### src/rtl/execute_pkg.sv
// Shared types and constants for the multi-cycle LEGv8 execute stage.
package execute_pkg;

   localparam int unsigned IMM_SHIFT_DEFAULT = 2;

   typedef enum logic [3:0] {
      OP_AND   = 4'b0000,
      OP_OR    = 4'b0001,
      OP_ADD   = 4'b0010,
      OP_SUB   = 4'b0110,
      OP_PASSB = 4'b0111,
      OP_MUL   = 4'b1000
   } alu_op_t;

   typedef enum logic {
      IDLE = 1'b0,
      MUL  = 1'b1
   } ex_state_t;

endpackage

### src/rtl/mul_seq.sv
// Radix-2 shift-add multiplier: consumes one bit of B per advancing edge.
module mul_seq #(
   parameter int unsigned N = 64
) (
   input  logic         clk,
   input  logic         rst_ni,
   input  logic         start_i,
   input  logic         advance_i,
   input  logic         abort_i,
   input  logic [N-1:0] a_i,
   input  logic [N-1:0] b_i,
   output logic         done_c,
   output logic [N-1:0] product_c
);

   localparam int unsigned CW = $clog2(N);

   logic [CW-1:0] cnt_q, cnt_d;
   logic [N-1:0]  a_q, a_d;
   logic [N-1:0]  b_q, b_d;
   logic [N-1:0]  acc_q, acc_d;

   // Product including the bit consumed on the current edge.
   assign product_c = acc_q + (b_q[0] ? a_q : '0);
   assign done_c    = (cnt_q == CW'(N - 1));

   always_comb begin
      cnt_d = cnt_q;
      a_d   = a_q;
      b_d   = b_q;
      acc_d = acc_q;
      if (abort_i) begin
         cnt_d = '0;
      end else if (start_i) begin
         cnt_d = '0;
         a_d   = a_i;
         b_d   = b_i;
         acc_d = '0;
      end else if (advance_i) begin
         cnt_d = cnt_q + CW'(1);
         a_d   = a_q << 1;
         b_d   = b_q >> 1;
         acc_d = product_c;
      end
   end

   always_ff @(posedge clk) begin
      if (!rst_ni) begin
         cnt_q <= '0;
         a_q   <= '0;
         b_q   <= '0;
         acc_q <= '0;
      end else begin
         cnt_q <= cnt_d;
         a_q   <= a_d;
         b_q   <= b_d;
         acc_q <= acc_d;
      end
   end

endmodule

### src/rtl/execute_mc.sv
// Registered LEGv8 execute stage with an iterative multiply, downstream stall and flush.
module execute_mc
   import execute_pkg::*;
#(
   parameter int unsigned N         = 64,
   parameter int unsigned IMM_SHIFT = IMM_SHIFT_DEFAULT
) (
   input  logic         clk,
   input  logic         reset,
   input  logic         valid_E,
   input  logic         AluSrc,
   input  logic [3:0]   AluControl,
   input  logic [N-1:0] PC_E,
   input  logic [N-1:0] signImm_E,
   input  logic [N-1:0] readData1_E,
   input  logic [N-1:0] readData2_E,
   input  logic         stall_M,
   input  logic         flush,
   output logic         busy,
   output logic         valid_M,
   output logic [N-1:0] PCBranch_M,
   output logic [N-1:0] aluResult_M,
   output logic [N-1:0] writeData_M,
   output logic         zero_M
);

   ex_state_t    state_q, state_d;
   logic         valid_m_q, valid_m_d;
   logic [N-1:0] res_q, res_d;
   logic [N-1:0] pcb_q, pcb_d;
   logic [N-1:0] wd_q, wd_d;
   logic         zero_q, zero_d;
   logic [N-1:0] pcb_lat_q, pcb_lat_d;
   logic [N-1:0] wd_lat_q, wd_lat_d;

   logic [N-1:0] op_b_c, alu_res_c, pcb_e_c, mul_prod_c;
   logic         is_mul_c, retire_c, mul_start_c, mul_adv_c, mul_done_c;

   assign op_b_c   = AluSrc ? signImm_E : readData2_E;
   assign pcb_e_c  = PC_E + (signImm_E << IMM_SHIFT);
   assign is_mul_c = (AluControl == OP_MUL);

   // Single-cycle ALU; unsupported codes (and MUL) yield zero here.
   always_comb begin
      alu_res_c = '0;
      case (AluControl)
         OP_AND:   alu_res_c = readData1_E & op_b_c;
         OP_OR:    alu_res_c = readData1_E | op_b_c;
         OP_ADD:   alu_res_c = readData1_E + op_b_c;
         OP_SUB:   alu_res_c = readData1_E - op_b_c;
         OP_PASSB: alu_res_c = op_b_c;
         default:  alu_res_c = '0;
      endcase
   end

   assign retire_c  = !stall_M && !flush &&
                      (((state_q == IDLE) && valid_E && !is_mul_c) ||
                       ((state_q == MUL) && mul_done_c));
   assign busy      = valid_E && !retire_c && !flush;
   assign mul_adv_c = (state_q == MUL) && !stall_M;

   mul_seq #(.N(N)) u_mul (
      .clk       (clk),
      .rst_ni    (reset),
      .start_i   (mul_start_c),
      .advance_i (mul_adv_c),
      .abort_i   (flush),
      .a_i       (readData1_E),
      .b_i       (op_b_c),
      .done_c    (mul_done_c),
      .product_c (mul_prod_c)
   );

   // Next state and EX/MEM register contents; flush beats stall, stall freezes all.
   always_comb begin
      state_d     = state_q;
      valid_m_d   = valid_m_q;
      res_d       = res_q;
      pcb_d       = pcb_q;
      wd_d        = wd_q;
      zero_d      = zero_q;
      pcb_lat_d   = pcb_lat_q;
      wd_lat_d    = wd_lat_q;
      mul_start_c = 1'b0;
      if (flush) begin
         state_d   = IDLE;
         valid_m_d = 1'b0;
      end else if (!stall_M) begin
         case (state_q)
            IDLE: begin
               valid_m_d = 1'b0;
               if (valid_E && is_mul_c) begin
                  mul_start_c = 1'b1;
                  pcb_lat_d   = pcb_e_c;
                  wd_lat_d    = readData2_E;
                  state_d     = MUL;
               end else if (valid_E) begin
                  valid_m_d = 1'b1;
                  res_d     = alu_res_c;
                  pcb_d     = pcb_e_c;
                  wd_d      = readData2_E;
                  zero_d    = (alu_res_c == '0);
               end
            end
            MUL: begin
               valid_m_d = 1'b0;
               if (mul_done_c) begin
                  valid_m_d = 1'b1;
                  res_d     = mul_prod_c;
                  pcb_d     = pcb_lat_q;
                  wd_d      = wd_lat_q;
                  zero_d    = (mul_prod_c == '0);
                  state_d   = IDLE;
               end
            end
            default: state_d = IDLE;
         endcase
      end
   end

   always_ff @(posedge clk) begin
      if (!reset) begin
         state_q   <= IDLE;
         valid_m_q <= 1'b0;
         res_q     <= '0;
         pcb_q     <= '0;
         wd_q      <= '0;
         zero_q    <= 1'b0;
         pcb_lat_q <= '0;
         wd_lat_q  <= '0;
      end else begin
         state_q   <= state_d;
         valid_m_q <= valid_m_d;
         res_q     <= res_d;
         pcb_q     <= pcb_d;
         wd_q      <= wd_d;
         zero_q    <= zero_d;
         pcb_lat_q <= pcb_lat_d;
         wd_lat_q  <= wd_lat_d;
      end
   end

   assign valid_M     = valid_m_q;
   assign aluResult_M = res_q;
   assign PCBranch_M  = pcb_q;
   assign writeData_M = wd_q;
   assign zero_M      = zero_q;

endmodule
### config.mk
export PLATFORM = sky130hd
export DESIGN_NAME = execute_mc
export DESIGN_NICKNAME = d
export VERILOG_FILES = /design/src/rtl/execute_pkg.sv /design/src/rtl/mul_seq.sv /design/src/rtl/execute_mc.sv
export SDC_FILE = /design/constraint.sdc
export NUM_CORES = 2
export LEC_CHECK = 0
export ABC_AREA = 0
export BUFFER_PORTS_ARGS = -buffer_cell sky130_fd_sc_hd__buf_2
export CAP_MARGIN = 25
export CORE_MARGIN = 4
export CORE_UTILIZATION = 50
export CTS_CLUSTER_DIAMETER = 120
export DETAILED_ROUTE_END_ITERATION = 8
export GPL_TIMING_DRIVEN = 0
export PLACE_DENSITY = 0.74
export SLEW_MARGIN = 25
export SYNTH_ARGS = -nofsm -noshare
export SYNTH_HDL_FRONTEND = slang
export SYNTH_HIERARCHICAL = 1
export SYNTH_SLANG_ARGS = --single-unit
### constraint.sdc
create_clock -name clk -period 10.2 [get_ports clk]
set_input_delay 2.04 -clock clk [delete_from_list [all_inputs] [get_ports clk]]
set_output_delay 2.04 -clock clk [all_outputs]
set_load 0.02 [all_outputs]
# Word level (Yosys, flattened, before mapping)
# Index checks and enable logic that the tools add are counted.
# classes
addsub,5
reduce_logical,23
bitwise,6
n_mux,35
n_eq_ne,9
# op_table
operator,n
$mux W64,17
$pmux W64 S2,3
$pmux W64 S5,1
$add A64 B64 Y64,3
$logic_not A64 Y1,2
$and A64 B64 Y64,1
$or A64 B64 Y64,1
$sub A64 B64 Y64,1
$mux W1,11
$logic_and A1 B1 Y1,9
$eq A4 B3 Y1 const B,2
$add A6 B1 Y6 const B,1
$eq A6 B6 Y1 const B,1
$pmux W1 S2,3
$reduce_and A5 Y1,1
$eq A4 B1 Y1 const B,1
$eq A4 B2 Y1 const B,1
$eq A4 B4 Y1 const B,1
$logic_not A1 Y1,4
$logic_not A4 Y1,1
$ne A2 B2 Y1 const B,2
$not A1 Y1,4
$reduce_and A4 Y1,1
$reduce_or A3 Y1,1
other kinds (5),5
# totals
elab_cells,90
in_bits,266
ff_bits,521
output_inout_bits,195

# Logic depth before layout (Yosys ltp)
# depth
word_depth,8
depth_mapped,32
mapped_depth_nobuf,26

# By module
# The synthesis kept the hierarchy.
# modules_own_cells
mod,instances,seq_area_each_um2,area_each_um2,cells_per_inst
execute_mc,1,6466.2,24125.6,3294
mul_seq,1,3963.8,12753.5,1482

# Worst setup path before layout
# No wires, ideal clock.
# synth_path
kind,in2reg
start,in AluSrc
end,reg zero_q (netlist: zero_M)
stages,28
path_slack_ns,1.900
n_path_buf,6
setup_ns,0.084
required_time_ns,10.116
arrival_time_ns,8.216
path_cell_list,buf_6 buf_6 buf_6 buf_2 mux2_2 inv_1 ha_1 o21ai_0 or2_2 or3_1 clkbuf_1 nor3_1 nand3_1 or2_2 o21ai_0 xor2_1 ha_1 clkbuf_1 nand3_1 or4_1 or3_1 a21oi_1 nor2_1 xor2_1 o21ai_1 or4_1 or3_1 o31ai_2
# synth_via
elab_chain_cells,7
word_cells_on_any_way,10
cone_classes,add/sub (2); mux (5); bitwise (2); reduce/logical (1)
# synth_lines
element,line,rtl
start: declaration,execute_mc.sv:11,"input logic AluSrc,"
$mux W64 (*),execute_mc.sv:39,assign op_b_c = AluSrc ? signImm_E : readData2_E;
net op_b_c[0],execute_mc.sv:36,"logic [N-1:0] op_b_c, alu_res_c, pcb_e_c, mul_prod_c;"
"$sub A64 B64 Y64, or another cell as far along",execute_mc.sv:50,OP_SUB: alu_res_c = readData1_E - op_b_c;
$pmux W64 S5 (*),execute_mc.sv:46,case (AluControl)
$logic_not A64 Y1 (*),execute_mc.sv:102,zero_d = (alu_res_c == '0);
$mux W1 (*),execute_mc.sv:97,end else if (valid_E) begin
$mux W1 (*),execute_mc.sv:92,if (valid_E && is_mul_c) begin
$pmux W1 S2 (*),execute_mc.sv:89,case (state_q)
end signal: assignment,execute_mc.sv:137,zero_q <= zero_d;
end: declaration,execute_mc.sv:32,"logic zero_q, zero_d;"
# Mark *: on every way through the listed nets, which the timed path passes. The rest lies on a longest branch. The select of a mux whose other input is x is not followed.
# A chain may end at the register's enable or synchronous reset.

# Final worst setup path
# layout_path
start,in AluControl[1]
end,reg zero_q (netlist: zero_M)
# layout_via
elab_chain_cells,6
word_cells_on_any_way,14
cone_classes,eq/ne (6); mux (4); reduce/logical (4)
# layout_lines
element,line,rtl
start: declaration,execute_mc.sv:12,"input logic [3:0] AluControl,"
"$eq A4 B3 Y1, or another cell as far along",execute_mc.sv:46,
$pmux W64 S5,execute_mc.sv:46,
$logic_not A64 Y1,execute_mc.sv:102,
$mux W1,execute_mc.sv:97,
$mux W1,execute_mc.sv:92,
$pmux W1 S2,execute_mc.sv:89,
# Several ways; a longest one is shown, not always the timed one. The select of a mux whose other input is x is not followed.

==> run metrics <==
Worst Setup Path Type=in2reg; Wirelength per Cell=26.52 µm; Final ANT Viol Nets=0; fillers=6982; TritonCTS buffer count=60; Initial Utilization=50.46%; Final Hold Fails=0; final RePlAce weighted congestion=1.004; Pwr per Cell Area=134.1 mW/mm²; area leader, netlist=dfxtp_1; worst path bufs/invs=4; Peak VDD IR=0.0001517 V; DR vias=40180; flops & latches, synth=521; antenna violations before repair=14; maxcap violations=0; final setup vio count=0; first-pass GRT wire length=238500 µm; Slew HR=18.75%; Initial DRC Count=4491; Clock Tree Root=clkbuf_16; CTS max path bufs=3; worst skew pair latency=0.67 ns; num rows=99; Post-synth EDFFs=0; detailed-route DRC error count=0; sequential fraction of the synthesis area=28.28%; most frequent cells in the layout=670 x nand2_1, 521 x dfxtp_1, 519 x a21oi_1; max-slew violations=0; period utilization=99.04%; library cells used by synthesis=96; cell count after placement=6192; Worst-path clk slew=0.06 ns; syn_nets=5236; Worst path slowest cell=a2111oi_0; fraction of layout cells with a size suffix above 1=12.74%; Crit path arrival time=10.69 ns; worst-path maximum fanout=10; largest net degree at the start of global routing=18; Clock Skews=0.03163 ns; FMAX=98.99 MHz; Post-Syn Instances=4776; commonest non-fill, non-tap cell in the layout=nand2_1; Largest stage delay, worst path=0.80 ns; post-route minimum period=10.10 ns; async set-or-reset flop fraction in the synthesized netlist=0%; Pleak=18.21 nW; die height=279.6 µm; GRT Residual Overflow=0; Core Region=0.07308 mm²; CP required=10.79 ns; critical path startpoint category=input pin; vias in the first global route=37040; worst slew pin tran=1.219 ns; Final Non-Filler Cells=6318; Via density=6.359; synthesized area=0.03688 mm²; Hold WS=0.4515 ns; Pre-Repair DR Iteration Count=6; Synthesis Warnings=6; syn avg cell area=7.722 µm²; Synth Flop Type=dfxtp_1; CTS tree=done; CTS sink cnt=521; Die W=279.6 µm; cell mode on critical path=clkbuf_1; Ports=461; Synth top area share=28.28%; Buffers on Ports=457; synth top area cells=dfxtp_1 28%, a21oi_1 7.0%, nand2_1 6.8%; Area growth syn-to-layout=15.25%; unrepaired setup endpoints after global routing=no; Crit. End Element=register; CP delay by family, top=compound AO/OA/AOI/OAI gates; status=finished clean; routed wire length=167500 µm; worst hold-check path type=reg2reg; H-tree levels=2; CP Cell Sequence=clkbuf_1 -> nor3b_2 -> clkbuf_1 -> and2_1 -> clkbuf_1 -> buf_1 -> nor2_1 -> xnor2_1 -> ha_1 -> nor2b_1 -> o311ai_1 -> a21boi_1 -> a211oi_1 -> o21bai_1 -> a31oi_1 -> xnor2_1 -> a21oi_1 -> nand4_1 -> a2111oi_0 -> nand4_1 -> or3b_2 -> o31ai_2; die area=0.07817 mm²; DP Wirelength=134500 µm; Nets=5756; Total GRT Usage=40.28%
[tightest hold or removal path, cell delays in order, from the launching register on]
cell,delay (ns)
dfxtp_1,0.31
nand2_1,0.05
a21oi_1,0.05
[logic make-up after synthesis]
logic type | after synthesis | share of synthesized area, %
AOI/OAI and AO/OA | 1554 | 27.63
adders and majority gates | 199 | 6.782
xor gates and xnor gates | 234 | 5.557
and+or+nand+nor | 1559 | 19.38
DFF | 521 | 28.28
muxes | 284 | 7.905
buffers and inverters | 425 | 4.458
[Yosys cell counts (50+ instances only)]
| cell | count |
|---|---|
| nor2_1 | 367 |
| nand4_1 | 73 |
| o211ai_1 | 64 |
| a21oi_1 | 519 |
| o211a_1 | 134 |
| inv_1 | 71 |
| o21ai_0 | 254 |
| nand3_1 | 77 |
| mux2i_1 | 232 |
| xnor2_1 | 148 |
| xor2_1 | 86 |
| a21o_1 | 125 |
| clkbuf_1 | 302 |
| nand2_1 | 670 |
| dfxtp_1 | 521 |
| mux2_2 | 50 |
| a211oi_1 | 99 |
| and2_1 | 83 |
| ha_1 | 191 |
[sequential cells by signal, indices dropped and copies added (netlist names), 64 cells and up]
register and cells:
u_mul/acc_q 64, u_mul/b_q 64, pcb_lat_q 64, PCBranch_M 64, aluResult_M 64, writeData_M 64
wd_lat_q 64, u_mul/a_q 64
[where the power goes]
part,total [mW],leakage [nW],internal [mW],switching [mW]
clock,2.26,0.988,1.30,0.962
combinational,1.33,13.0,0.448,0.886
sequential,2.10,4.21,2.07,0.0280
[worst paths after layout]
check,startpoint,to,slack [ns],cells after the start
setup / recovery,AluControl[1],zero_M,0.1,22
hold / removal,aluResult_M[16],aluResult_M[16],0.45,2
hold reg to reg,aluResult_M[16],aluResult_M[16],0.45,2
setup reg to reg,u_mul/b_q[0],zero_M,3.98,19
[per-layer routing]
metal  vias up  track usage (%)  share of wire [%]  wire length, µm
met1     19000            52.50                 40            66670
li1      18320                -                  -                -
met4         0            21.62                6.2            10390
met3       467            7.501                 10            17480
met2      2390            63.45                 44            73000
met5         -                0                  0                0
[stage by stage]
stage          setup TNS, ns  utilization, %  total power [mW]  instance area (µm²)  setup WS [ns]
2_1_floorplan              0               -             2.959                36880          1.900
3_3_place_gp         -0.6168           55.23             3.426                40370        -0.6168
3_5_place_dp         -0.2863           55.28             3.423                40400        -0.2863
4_1_cts                    0           58.08             5.656                42450         0.3540
5_1_grt                    0           58.14             5.866                42490        0.06049
6_report                   0           58.16             5.698                42500        0.09781
[what timing repair did]
| action | in CTS | in global routing |
|---|---|---|
| hold buffers | 0 | 0 |
| resized for setup | 0 | 1 |
| endpoints found under the setup margin | 0 | 1 |
| buffers inserted | 0 | 0 |
[area by class of cell]
| class | count | area (µm²) | share of cell area [%] |
|---|---|---|---|
| Clock buffer | 84 | 1712 | 4.027 |
| Tap cell | 959 | 1200 | 2.823 |
| Buffer | 346 | 1361 | 3.203 |
| Sequential cell | 521 | 10430 | 24.54 |
| Timing Repair Buffer | 458 | 2298 | 5.408 |
| Antenna cell | 15 | 37.54 | 0.08832 |
| Inverter | 79 | 296.5 | 0.6977 |
| Clock inverter | 26 | 339.1 | 0.7978 |
| Multi-Input combinational cell | 3830 | 24830 | 58.42 |
Note: power is estimated with default switching activity, not from simulation.
